--- config.mk ---
export PLATFORM = sky130hd
export DESIGN_NAME = interval_timer_arbiter
export DESIGN_NICKNAME = d
export VERILOG_FILES = /design/src/rtl/interval_timer_arbiter.sv
export SDC_FILE = /design/constraint.sdc
export NUM_CORES = 1
export LEC_CHECK = 0
export BUFFER_PORTS_ARGS = -buffer_cell sky130_fd_sc_hd__clkbuf_2
export CAP_MARGIN = 20
export CORE_UTILIZATION = 30
export CTS_CLUSTER_DIAMETER = 30
export CTS_CLUSTER_SIZE = 40
export DETAILED_ROUTE_END_ITERATION = 7
export GPL_ROUTABILITY_DRIVEN = 0
export RECOVER_POWER = 25
export SYNTH_ARGS = -nofsm -noshare
export SYNTH_HDL_FRONTEND = slang
export SYNTH_SLANG_ARGS = --single-unit
export TNS_END_PERCENT = 100
--- constraint.sdc ---
create_clock -name clk -period 2.1 [get_ports clk]
set_input_delay 0 -clock clk [delete_from_list [all_inputs] [get_ports clk]]
set_output_delay 0 -clock clk [all_outputs]
set_load 0.005 [all_outputs]
--- src/rtl/interval_timer_arbiter.sv ---
// interval_timer_arbiter: round-robin arbiter sharing one interval counter.
// Winner holds a one-hot grant for len cycles, then gets a done pulse.
module interval_timer_arbiter #(
  parameter int NREQ      = 4,
  parameter int CNT_W     = 4,
  parameter int MAX_COUNT = 14
) (
  input  logic                  clk,
  input  logic                  reset,
  input  logic [NREQ-1:0]       req,
  input  logic [NREQ*CNT_W-1:0] len,
  input  logic [NREQ-1:0]       cancel,
  output logic [NREQ-1:0]       gnt,
  output logic                  busy,
  output logic [CNT_W-1:0]      count,
  output logic [NREQ-1:0]       done,
  output logic [NREQ-1:0]       err
);

  localparam int PW = (NREQ > 1) ? $clog2(NREQ) : 1;

  typedef enum logic [1:0] {
    S_IDLE,
    S_RUN,
    S_DONE
  } state_t;

  state_t           state, state_d;
  logic [PW-1:0]    rr_ptr, rr_d;
  logic [CNT_W-1:0] len_q, len_d;
  logic [NREQ-1:0]  gnt_d, done_d, err_d;
  logic             busy_d;
  logic [CNT_W-1:0] count_d;

  logic             found;
  logic [PW-1:0]    win;
  logic [PW:0]      sum;
  logic [CNT_W-1:0] win_len;
  logic             bad;
  logic [NREQ-1:0]  win_oh;
  logic [PW-1:0]    rr_next;

  // First requester at or after rr_ptr, wrapping modulo NREQ.
  always_comb begin
    found = 1'b0;
    win   = '0;
    sum   = '0;
    for (int i = 0; i < NREQ; i++) begin
      sum = {1'b0, rr_ptr} + (PW+1)'(i);
      if (sum >= (PW+1)'(NREQ))
        sum = sum - (PW+1)'(NREQ);
      if (!found && req[sum]) begin
        found = 1'b1;
        win   = sum[PW-1:0];
      end
    end
  end

  assign win_len = len[int'(win)*CNT_W +: CNT_W];
  assign bad     = (win_len == '0) ||
                   (win_len > CNT_W'(MAX_COUNT));
  assign win_oh  = NREQ'(1) << win;
  assign rr_next = (win == PW'(NREQ-1)) ?
                   '0 : win + PW'(1);

  always_comb begin
    state_d = state;
    rr_d    = rr_ptr;
    len_d   = len_q;
    gnt_d   = gnt;
    busy_d  = busy;
    count_d = count;
    done_d  = '0;
    err_d   = '0;
    unique case (state)
      S_IDLE: begin
        if (found) begin
          rr_d  = rr_next;
          len_d = win_len;
          if (bad) begin
            err_d = win_oh;
          end else begin
            state_d = S_RUN;
            gnt_d   = win_oh;
            busy_d  = 1'b1;
            count_d = '0;
          end
        end
      end
      S_RUN: begin
        // Cancel beats completion on the final count cycle.
        if (|(cancel & gnt)) begin
          state_d = S_IDLE;
          gnt_d   = '0;
          busy_d  = 1'b0;
          count_d = '0;
        end else if (count == len_q - CNT_W'(1)) begin
          state_d = S_DONE;
          done_d  = gnt;
          gnt_d   = '0;
          busy_d  = 1'b0;
          count_d = '0;
        end else begin
          count_d = count + CNT_W'(1);
        end
      end
      S_DONE: begin
        state_d = S_IDLE;
      end
      default: begin
        state_d = S_IDLE;
        gnt_d   = '0;
        busy_d  = 1'b0;
        count_d = '0;
      end
    endcase
  end

  always_ff @(posedge clk or negedge reset) begin
    if (!reset) begin
      state <= S_IDLE;
    end else begin
      state <= state_d;
    end
  end

  always_ff @(posedge clk or negedge reset) begin
    if (!reset) begin
      rr_ptr <= '0;
      len_q  <= '0;
      gnt    <= '0;
      busy   <= 1'b0;
      count  <= '0;
      done   <= '0;
      err    <= '0;
    end else begin
      rr_ptr <= rr_d;
      len_q  <= len_d;
      gnt    <= gnt_d;
      busy   <= busy_d;
      count  <= count_d;
      done   <= done_d;
      err    <= err_d;
    end
  end

endmodule

==> impl_results.md, run 1 <==
- Outcome: finished with violations
- Failing checks: setup timing
- Antenna diode count: 0
- Count of distinct cell types in the synthesized netlist: 35
- Core occupancy in the finished layout: 43.3%
- PD cells: approximately 1300 mW/mm²
- TritonCTS clock tree: yes
- Clock transition at the register clock pins on the worst setup and hold paths after CTS: 90 ps
- Pre-CTS worst setup slack: -192 ps
- FF/Latch Area: ~630 µm²
- Hold/Removal Path Class: in2reg
- Predominant post-synthesis flop cell: sky130_fd_sc_hd__dfrtp_1
- Cts bufs inserted: 3
- Arrival time of the worst setup path: 2490 ps
- Hold Vio Cnt, Final: 0
- Number of buffers added on ports: 42
- # IOs: 43
- Number of setup violations in the final report: 10
- Net count after synthesis: 174
- Warnings, synthesis: 0
- Critical path fanouts, max: 5
- Area growth, synth to finish: 37.6%
- Max-capacitance violation count: 0
- Max Clock Skew: approximately 6.8 ps
- Launch point of the worst path: rr_ptr[1]
- Launching element type of the critical path: flip-flop
- Antenna violations before repair: 0
- Floorplan core area: 0.00441 mm²
- Sum Neg Setup Slack: -1880 ps
- Clk root buf: sky130_fd_sc_hd__clkbuf_8
- DRC: 0
- Achievable clock frequency: 0.431 GHz
- Die Y-Extent: 70.1 µm
- Latest clock arrival within the worst-skew pair: 270 ps
- Instance count after placement with tap cells included: 244
- Number of buffers between clock root and the deepest sink: 2
- Area of the die: 0.00491 mm²
- Initial core utilization: between 30% and 40%
- DR vias/cell: 4.88
- Source of the worst hold timing path: cancel[1]
- Total wire length: 3160 µm
- Max rail drop VDD: 0.541 mV
- Count of final max-slew check failures: 0
- Reg-to-reg critical path startpoint: rr_ptr[1]
- Pleak: 0.000968 µW
- Initial drt markers: 58
- Length of the first detailed-routing pass in iterations: 4
- Endpoint required time on the critical path: 2270 ps
- Antenna viol nets, final: 0
- Number of fill cells in the layout: 439
- Critical setup path kind: reg2reg
- Measured slew at the worst slew-check pin: 1320 ps
- Tot GR Track Use: 12.7%
- CTS H-tree depth: 1
- Synthesized netlist cell count: 142
- Number of synthesized flops with an enable pin: 0
- Combined area of all synthesized cells: 0.00139 mm²
- Sum of net half-perimeters after detailed placement: 2330 µm
- Layout cells sized above 1: 41.9%
- Area taken by multi-input logic gates: 813 µm²
- Routed len/inst: 12.4 µm
- Pin count of the biggest net entering global routing: 26
- Share of the clock period used by the worst path: 111%
- First-pass GRT wire length: 5110 µm
- Number of placement rows: 24
- Unrepaired setup endpoints after global routing: yes
- Number of flip-flops and latches in the synthesized netlist: 25
- Chip Width: 70.1 µm
- Clock sink total: 25
- Async set-or-reset flop fraction in the synthesized netlist: 100%
- Via count of the first global-routing pass: 1144
- Via count of the routed design: around 1200
- Sequential fraction of the synthesis area: 45.0%
- Minimum period implied by the final worst setup slack: 2320 ps
- Worst setup EP type: flip-flop
- Non-filler cells, final: 255
- GRT overflow: 0
- Fin nets: about 240
- Relative slew slack: 12.1%
- Mean instance size in the synthesized netlist: 9.79 µm²
- Final worst-path setup slack: -222 ps
[cell usage in the layout, fill, tap and decap left out, types with 2 or more instances in the layout]
cell,Yosys,layout
sky130_fd_sc_hd__clkbuf_2,0,37
sky130_fd_sc_hd__nand2_2,1,2
sky130_fd_sc_hd__and2_1,8,7
sky130_fd_sc_hd__a21o_1,2,2
sky130_fd_sc_hd__o21ai_1,0,4
sky130_fd_sc_hd__nand4_1,2,2
sky130_fd_sc_hd__a21oi_1,5,4
sky130_fd_sc_hd__buf_4,0,14
sky130_fd_sc_hd__nand3_2,0,8
sky130_fd_sc_hd__clkbuf_8,0,3
sky130_fd_sc_hd__xnor2_1,3,3
sky130_fd_sc_hd__mux2_2,2,2
sky130_fd_sc_hd__a22oi_1,3,2
sky130_fd_sc_hd__nand2b_1,2,2
sky130_fd_sc_hd__nand2_1,13,12
sky130_fd_sc_hd__nor2_2,0,3
sky130_fd_sc_hd__a22o_1,2,2
sky130_fd_sc_hd__o21ai_0,12,8
sky130_fd_sc_hd__and4_4,2,2
sky130_fd_sc_hd__ha_1,6,6
sky130_fd_sc_hd__nand3_1,17,8
sky130_fd_sc_hd__xor2_1,4,4
sky130_fd_sc_hd__nor2_1,7,4
sky130_fd_sc_hd__inv_1,6,6
sky130_fd_sc_hd__clkbuf_1,1,5
sky130_fd_sc_hd__dfrtp_1,25,25
sky130_fd_sc_hd__a32o_1,4,4
sky130_fd_sc_hd__inv_2,2,2
[per-stage QoR]
step,instance area (µm²),total power (µW),hold WS [ps]
2_1_floorplan,1410,1680,-296
3_3_place_gp,1750,2060,39.1
5_1_grt,1910,2740,125
3_5_place_dp,1750,2080,42.5
4_1_cts,1850,2430,92.1
6_report,1910,2510,94.1
[cell type report]
type                            count  area share, %
Clock buffer                        3           2.16
Timing Repair Buffer               58           17.3
Clock inverter                      1          0.392
Sequential cell                    25           32.7
Inverter                            8           1.57
Multi-Input combinational cell    108           42.5
Tap cell                           52           3.40
[power breakdown]
part / internal, µW / switching [µW]
Sequential: 628 / 142
Clock: 135 / 157
Combinational: 687 / 766
Total: 1450 / 1060
[critical path, cell delays in order (launching register included)]
cell and delay (ps):
sky130_fd_sc_hd__dfrtp_1 440, sky130_fd_sc_hd__o211a_1 260, sky130_fd_sc_hd__nor3_4 220, sky130_fd_sc_hd__buf_4 180, sky130_fd_sc_hd__buf_6 100, sky130_fd_sc_hd__nand3_4 60
sky130_fd_sc_hd__and4_4 170, sky130_fd_sc_hd__a221oi_4 410, sky130_fd_sc_hd__nand2_2 130, sky130_fd_sc_hd__a32o_1 250
[flip-flops by register name, summed over array words and instances (netlist names)]
register and count:
state 2, err 4, gnt 4, rr_ptr 2
busy 1, done 4, len_q 4, count 4
[cell usage after synthesis (all sizes together) (2+ instances only)]
cell,n,share of area (%)
o21ai,12,4.3
a21o,2,1.1
a32o,4,2.9
xor2,4,2.5
a21oi,5,1.8
dfrtp,25,45
nor3,2,1.1
a22oi,3,1.6
ha,6,5.4
a22o,2,1.3
inv,8,2.2
a221oi,2,3.0
and4,2,1.6
nand3,17,6.1
nand4,2,0.90
or2,2,0.90
nor2,7,1.9
nand2b,2,0.90
nand2,14,4.0
and2,8,3.6
mux2,2,1.6
xnor2,3,1.9
[worst paths after layout]
| path | endpoint | slack (ps) | depth (start not counted) |
|---|---|---|---|
| max | gnt[2] | -220 | 9 |
| min | state[1] | 90 | 4 |
| max reg2reg | gnt[2] | -220 | 9 |
| min reg2reg | len_q[3] | 520 | 2 |
| max in group asynchronous | count[3] | 790 | 2 |
| min in group asynchronous | done[2] | 530 | 2 |
[timing repair]
item / 4_1_cts / 5_1_grt
hold buffers: 1 / 0
setup endpoints to repair: 14 / 14
resized for setup: 4 / 17
pin swaps: 8 / 6
setup buffers: 3 / 3
hold endpoints to repair: 25 / 0
[kinds of logic after synthesis]
group / Yosys count / share of synthesized area (%)
multiplexers: 2 / 1.62
XOR/XNOR: 7 / 4.41
buffers and inverters: 9 / 2.43
AO/OA/AOI/OAI: 35 / 19.2
flip-flops: 25 / 45.0
AND/OR/NAND/NOR: 58 / 22.0
adder cells (fa/ha/maj): 6 / 5.40
[layer usage]
layer  track usage [%]  vias to the layer above  wire (µm)  share of wire [%]
li1                  -                      636          -                  -
met1              18.3                      566       1560                 49
met2              19.4                       39       1410                 45
met3              1.30                        4        144                4.6
met4              5.33                        0         42                1.3
met5                 0                        -          0                  0
No activity file was read; power rests on OpenSTA's default activity.
==> run 2, diff against run 1 <==
--- a/config.mk
+++ b/config.mk
@@ -5,9 +5,10 @@
 export SDC_FILE = /design/constraint.sdc
 export NUM_CORES = 1
 export LEC_CHECK = 0
+export ABC_AREA = 1
 export BUFFER_PORTS_ARGS = -buffer_cell sky130_fd_sc_hd__clkbuf_2
 export CAP_MARGIN = 20
-export CORE_UTILIZATION = 30
+export CORE_UTILIZATION = 25
 export CTS_CLUSTER_DIAMETER = 30
 export CTS_CLUSTER_SIZE = 40
 export DETAILED_ROUTE_END_ITERATION = 7
==> run 2 against run 1 <==
The run still ends with setup timing left. Register-to-register slack better by 20 ps. Largest cell class unchanged. Highest routed layer unchanged. Clock skew decreased by 2.1 ps. Critical endpoint unchanged. Count of clock-buffer cells in the layout stayed put.
==> impl_results.md, run 2 <==
- Antenna viol nets, final: 0
- Minimum period implied by the final worst setup slack: 2300 ps
- Commonest non-fill, non-tap cells in the layout: 76 x sky130_fd_sc_hd__nand2_1, 36 x sky130_fd_sc_hd__buf_4, 33 x sky130_fd_sc_hd__clkbuf_2, 29 x sky130_fd_sc_hd__inv_1, 23 x sky130_fd_sc_hd__dfrtp_1
- Max-capacitance violation count: 0
- Measured slew at the worst slew-check pin: roughly 1300 ps
- Arrival time of the worst setup path: 2520 ps
- Delay-heaviest family, CP: simple AND/OR/NAND/NOR gates
- Achievable clock frequency: 0.435 GHz
- Clk root buf: sky130_fd_sc_hd__clkbuf_8
- Chip Width: 88.0 µm
- Async set-or-reset flop fraction in the synthesized netlist: between 90% and 100%
- Cts bufs inserted: 3
- Combined area of all synthesized cells: about 0.0018 mm²
- Critical path fanouts, max: 6
- Via count of the routed design: between 2000 and 2500
- FF/Latch Area: 628 µm²
- Finished Cell Area: roughly 0.0028 mm²
- Unrepaired setup endpoints after global routing: yes
- GRT overflow: 0
- Mean instance size in the synthesized netlist: roughly 7.0 µm²
- Latest clock arrival within the worst-skew pair: 280 ps
- Area taken by multi-input logic gates: 0.00122 mm²
- Count of distinct cell types in the synthesized netlist: 27
- Total wire length: 4980 µm
- Worst setup EP type: flip-flop
- Clock sink total: 25
- Biggest cell delay along the critical path: 430 ps
- Pin count of the biggest net entering global routing: 26
- Length of the first detailed-routing pass in iterations: 5
- Initial drt markers: 73
- Sum of net half-perimeters after detailed placement: 3530 µm
- Most prevalent standard cell on the critical path: sky130_fd_sc_hd__nand2_1
- Area of the die: 0.00774 mm²
- Clock transition at the register clock pins on the worst setup and hold paths after CTS: roughly 90 ps
- Final worst-path setup slack: -201 ps
- List of most frequent post-synthesis cells: 97 x sky130_fd_sc_hd__nand2_1, 32 x sky130_fd_sc_hd__inv_1, 25 x sky130_fd_sc_hd__dfrtp_1, 25 x sky130_fd_sc_hd__nand3_1, 20 x sky130_fd_sc_hd__nand4_1
- Layout cells sized above 1: between 30% and 40%
- # IOs: 43
- Antenna violations before repair: 0
- Slowest stage cell, crit path: sky130_fd_sc_hd__dfrtp_2
- Synthesized netlist cell count: between 200 and 300
- Hold_ws: 87.3 ps
- Endpoint required time on the critical path: about 2300 ps
- TritonCTS clock tree: yes
- Hold/Removal Path Class: in2reg
- DRC: 0
- Number of setup violations in the final report: 18
- CP Buf/Inv Count: 3
- Floorplan core area: 0.00698 mm²
- Biggest area consumer among synthesized cells: sky130_fd_sc_hd__dfrtp_1
- Net count after synthesis: 296
- CTS H-tree depth: 1
- Antenna diode count: 0
- Hold Vio Cnt, Final: 0
- Fin nets: a little under 400
- Failing checks: setup timing
- Most frequent standard cell in the layout excluding fill and tap cells: sky130_fd_sc_hd__nand2_1
- Number of buffers added on ports: 42
- Instance count after placement with tap cells included: 420
- DR vias/cell: 4.53
- Die Y-Extent: 88.0 µm
- Count of final max-slew check failures: 0
- First-pass GRT wire length: about 8000 µm
- Most common cell in the netlist: sky130_fd_sc_hd__nand2_1
- Routed len/inst: 11.1 µm
- Proportion of netlist area held by the largest area contributor: between 30% and 40%
- Max Clock Skew: 4.63 ps
- Critical setup path kind: reg2reg
- Tot GR Track Use: between 10% and 20%
- Number of fill cells in the layout: 757
- Number of placement rows: 30
- Cell types occupying the most area after synthesis: sky130_fd_sc_hd__dfrtp_1 34%, sky130_fd_sc_hd__nand2_1 20%, sky130_fd_sc_hd__nand3_1 6.8%, sky130_fd_sc_hd__nand4_1 6.8%, sky130_fd_sc_hd__inv_1 6.5%
- Crit-path cells: buf_12 -> inv_8 -> nand2_1 -> nand3_2 -> nand2_4 -> nor2_4 -> nand3_4 -> buf_12 -> nand4_1 -> nand3_1 -> nand2_1 -> nand2_1 -> nand2_2 -> nand3_4 -> nand3_4 -> nand2_1 -> nand2_1
- Non-filler cells, final: around 450
- Share of the clock period used by the worst path: 110%
- Relative slew slack: 12.2%
- Outcome: finished with violations
- Launching element type of the critical path: flip-flop
- Number of buffers between clock root and the deepest sink: 2
- Number of synthesized flops with an enable pin: 0
- Sequential fraction of the synthesis area: 33.9%
- Area of placed instances: 0.00233 mm²
- Area growth, synth to finish: 50.9%
- Initial core utilization: 26.5%
- Predominant post-synthesis flop cell: sky130_fd_sc_hd__dfrtp_1
- Via count of the first global-routing pass: 1820
- Warnings, synthesis: 0
- Number of flip-flops and latches in the synthesized netlist: 25
## run 2: cell count changes after synthesis, sizes merged, moves of 5 or more
cell and delta:
nand2 +90, inv +27, nand4 +18, nand3 +14
nor2 +12, and2 -8, buf +5, o21ai -5
## run 2: final cells by class
type,instances,share of cell area [%]
clock buffers,3,1.48
clock inverters,1,0.314
flip-flops and latches,25,22.5
multi-input cells,201,43.9
inverters,35,5.16
repair inverters,1,0.135
repair buffers,87,22.2
well taps,96,4.31
## run 2: logic make-up (layout without fill, tap and decap cells)
family                   count (synthesis)  after routing  share of synthesized area [%]
buffers and inverters                   40            127                           9.69
AO/OA/AOI/OAI                           11             11                           3.59
XOR/XNOR                                 7              7                           3.32
adder cells (fa/ha/maj)                  6              6                           4.06
AND/OR/NAND/NOR                        175            177                           45.5
flip-flops                              25             25                           33.9
## run 2: final timing paths
kind                       cells past startpoint  startpoint   endpoint  slack, ps
max in group asynchronous                      2       reset  rr_ptr[0]        710
hold / removal                                 4   cancel[3]   count[2]         90
min in group asynchronous                      2       reset    done[3]        530
setup / recovery                              17   rr_ptr[0]     gnt[2]       -200
hold reg to reg                                2        busy       busy        520
setup reg to reg                              17   rr_ptr[0]     gnt[2]       -200
## run 2: per-stage QoR
step           setup TNS [ps]  util [%]  worst slack, ps
4_1_cts                 -2400      37.9             -170
3_5_place_dp            -3190      33.4             -237
2_1_floorplan               0         -             53.6
5_1_grt                 -5970      39.9             -400
6_report                -2950      39.9             -201
3_3_place_gp            -2690      33.4             -214
## run 2: worst register-to-register path: stages, from the launching register on
cell and delay, ps:
sky130_fd_sc_hd__dfrtp_2 430, sky130_fd_sc_hd__buf_12 140, sky130_fd_sc_hd__inv_8 60, sky130_fd_sc_hd__nand2_1 80, sky130_fd_sc_hd__nand3_2 110, sky130_fd_sc_hd__nand2_4 70, sky130_fd_sc_hd__nor2_4 160, sky130_fd_sc_hd__nand3_4 180
sky130_fd_sc_hd__buf_12 190, sky130_fd_sc_hd__nand4_1 110, sky130_fd_sc_hd__nand3_1 80, sky130_fd_sc_hd__nand2_1 100, sky130_fd_sc_hd__nand2_1 70, sky130_fd_sc_hd__nand2_2 110, sky130_fd_sc_hd__nand3_4 120, sky130_fd_sc_hd__nand3_4 110
sky130_fd_sc_hd__nand2_1 70, sky130_fd_sc_hd__nand2_1 50
## run 2: metal layers
layer / vias to the layer above / track usage, % / routed length, µm
met2: 73 / 22.3 / 2340
met1: 914 / 17.8 / 2340
li1: 1036 / - / -
met4: 0 / 2.24 / 51
met5: - / 0 / 0
met3: 9 / 1.89 / 247
## run 2: repair_timing
| action | CTS | global route |
|---|---|---|
| hold endpoints to repair | 25 | 0 |
| setup buffers | 15 | 4 |
| endpoints found under the setup margin | 16 | 20 |
| resized for setup | 28 | 30 |
| hold buffers | 1 | 0 |
| pin swaps | 1 | 16 |
| gates cloned | 4 | 1 |
Power of run 2 is not shown: default switching activity piles up to over one toggle a cycle in this logic, so the estimate is an artifact.
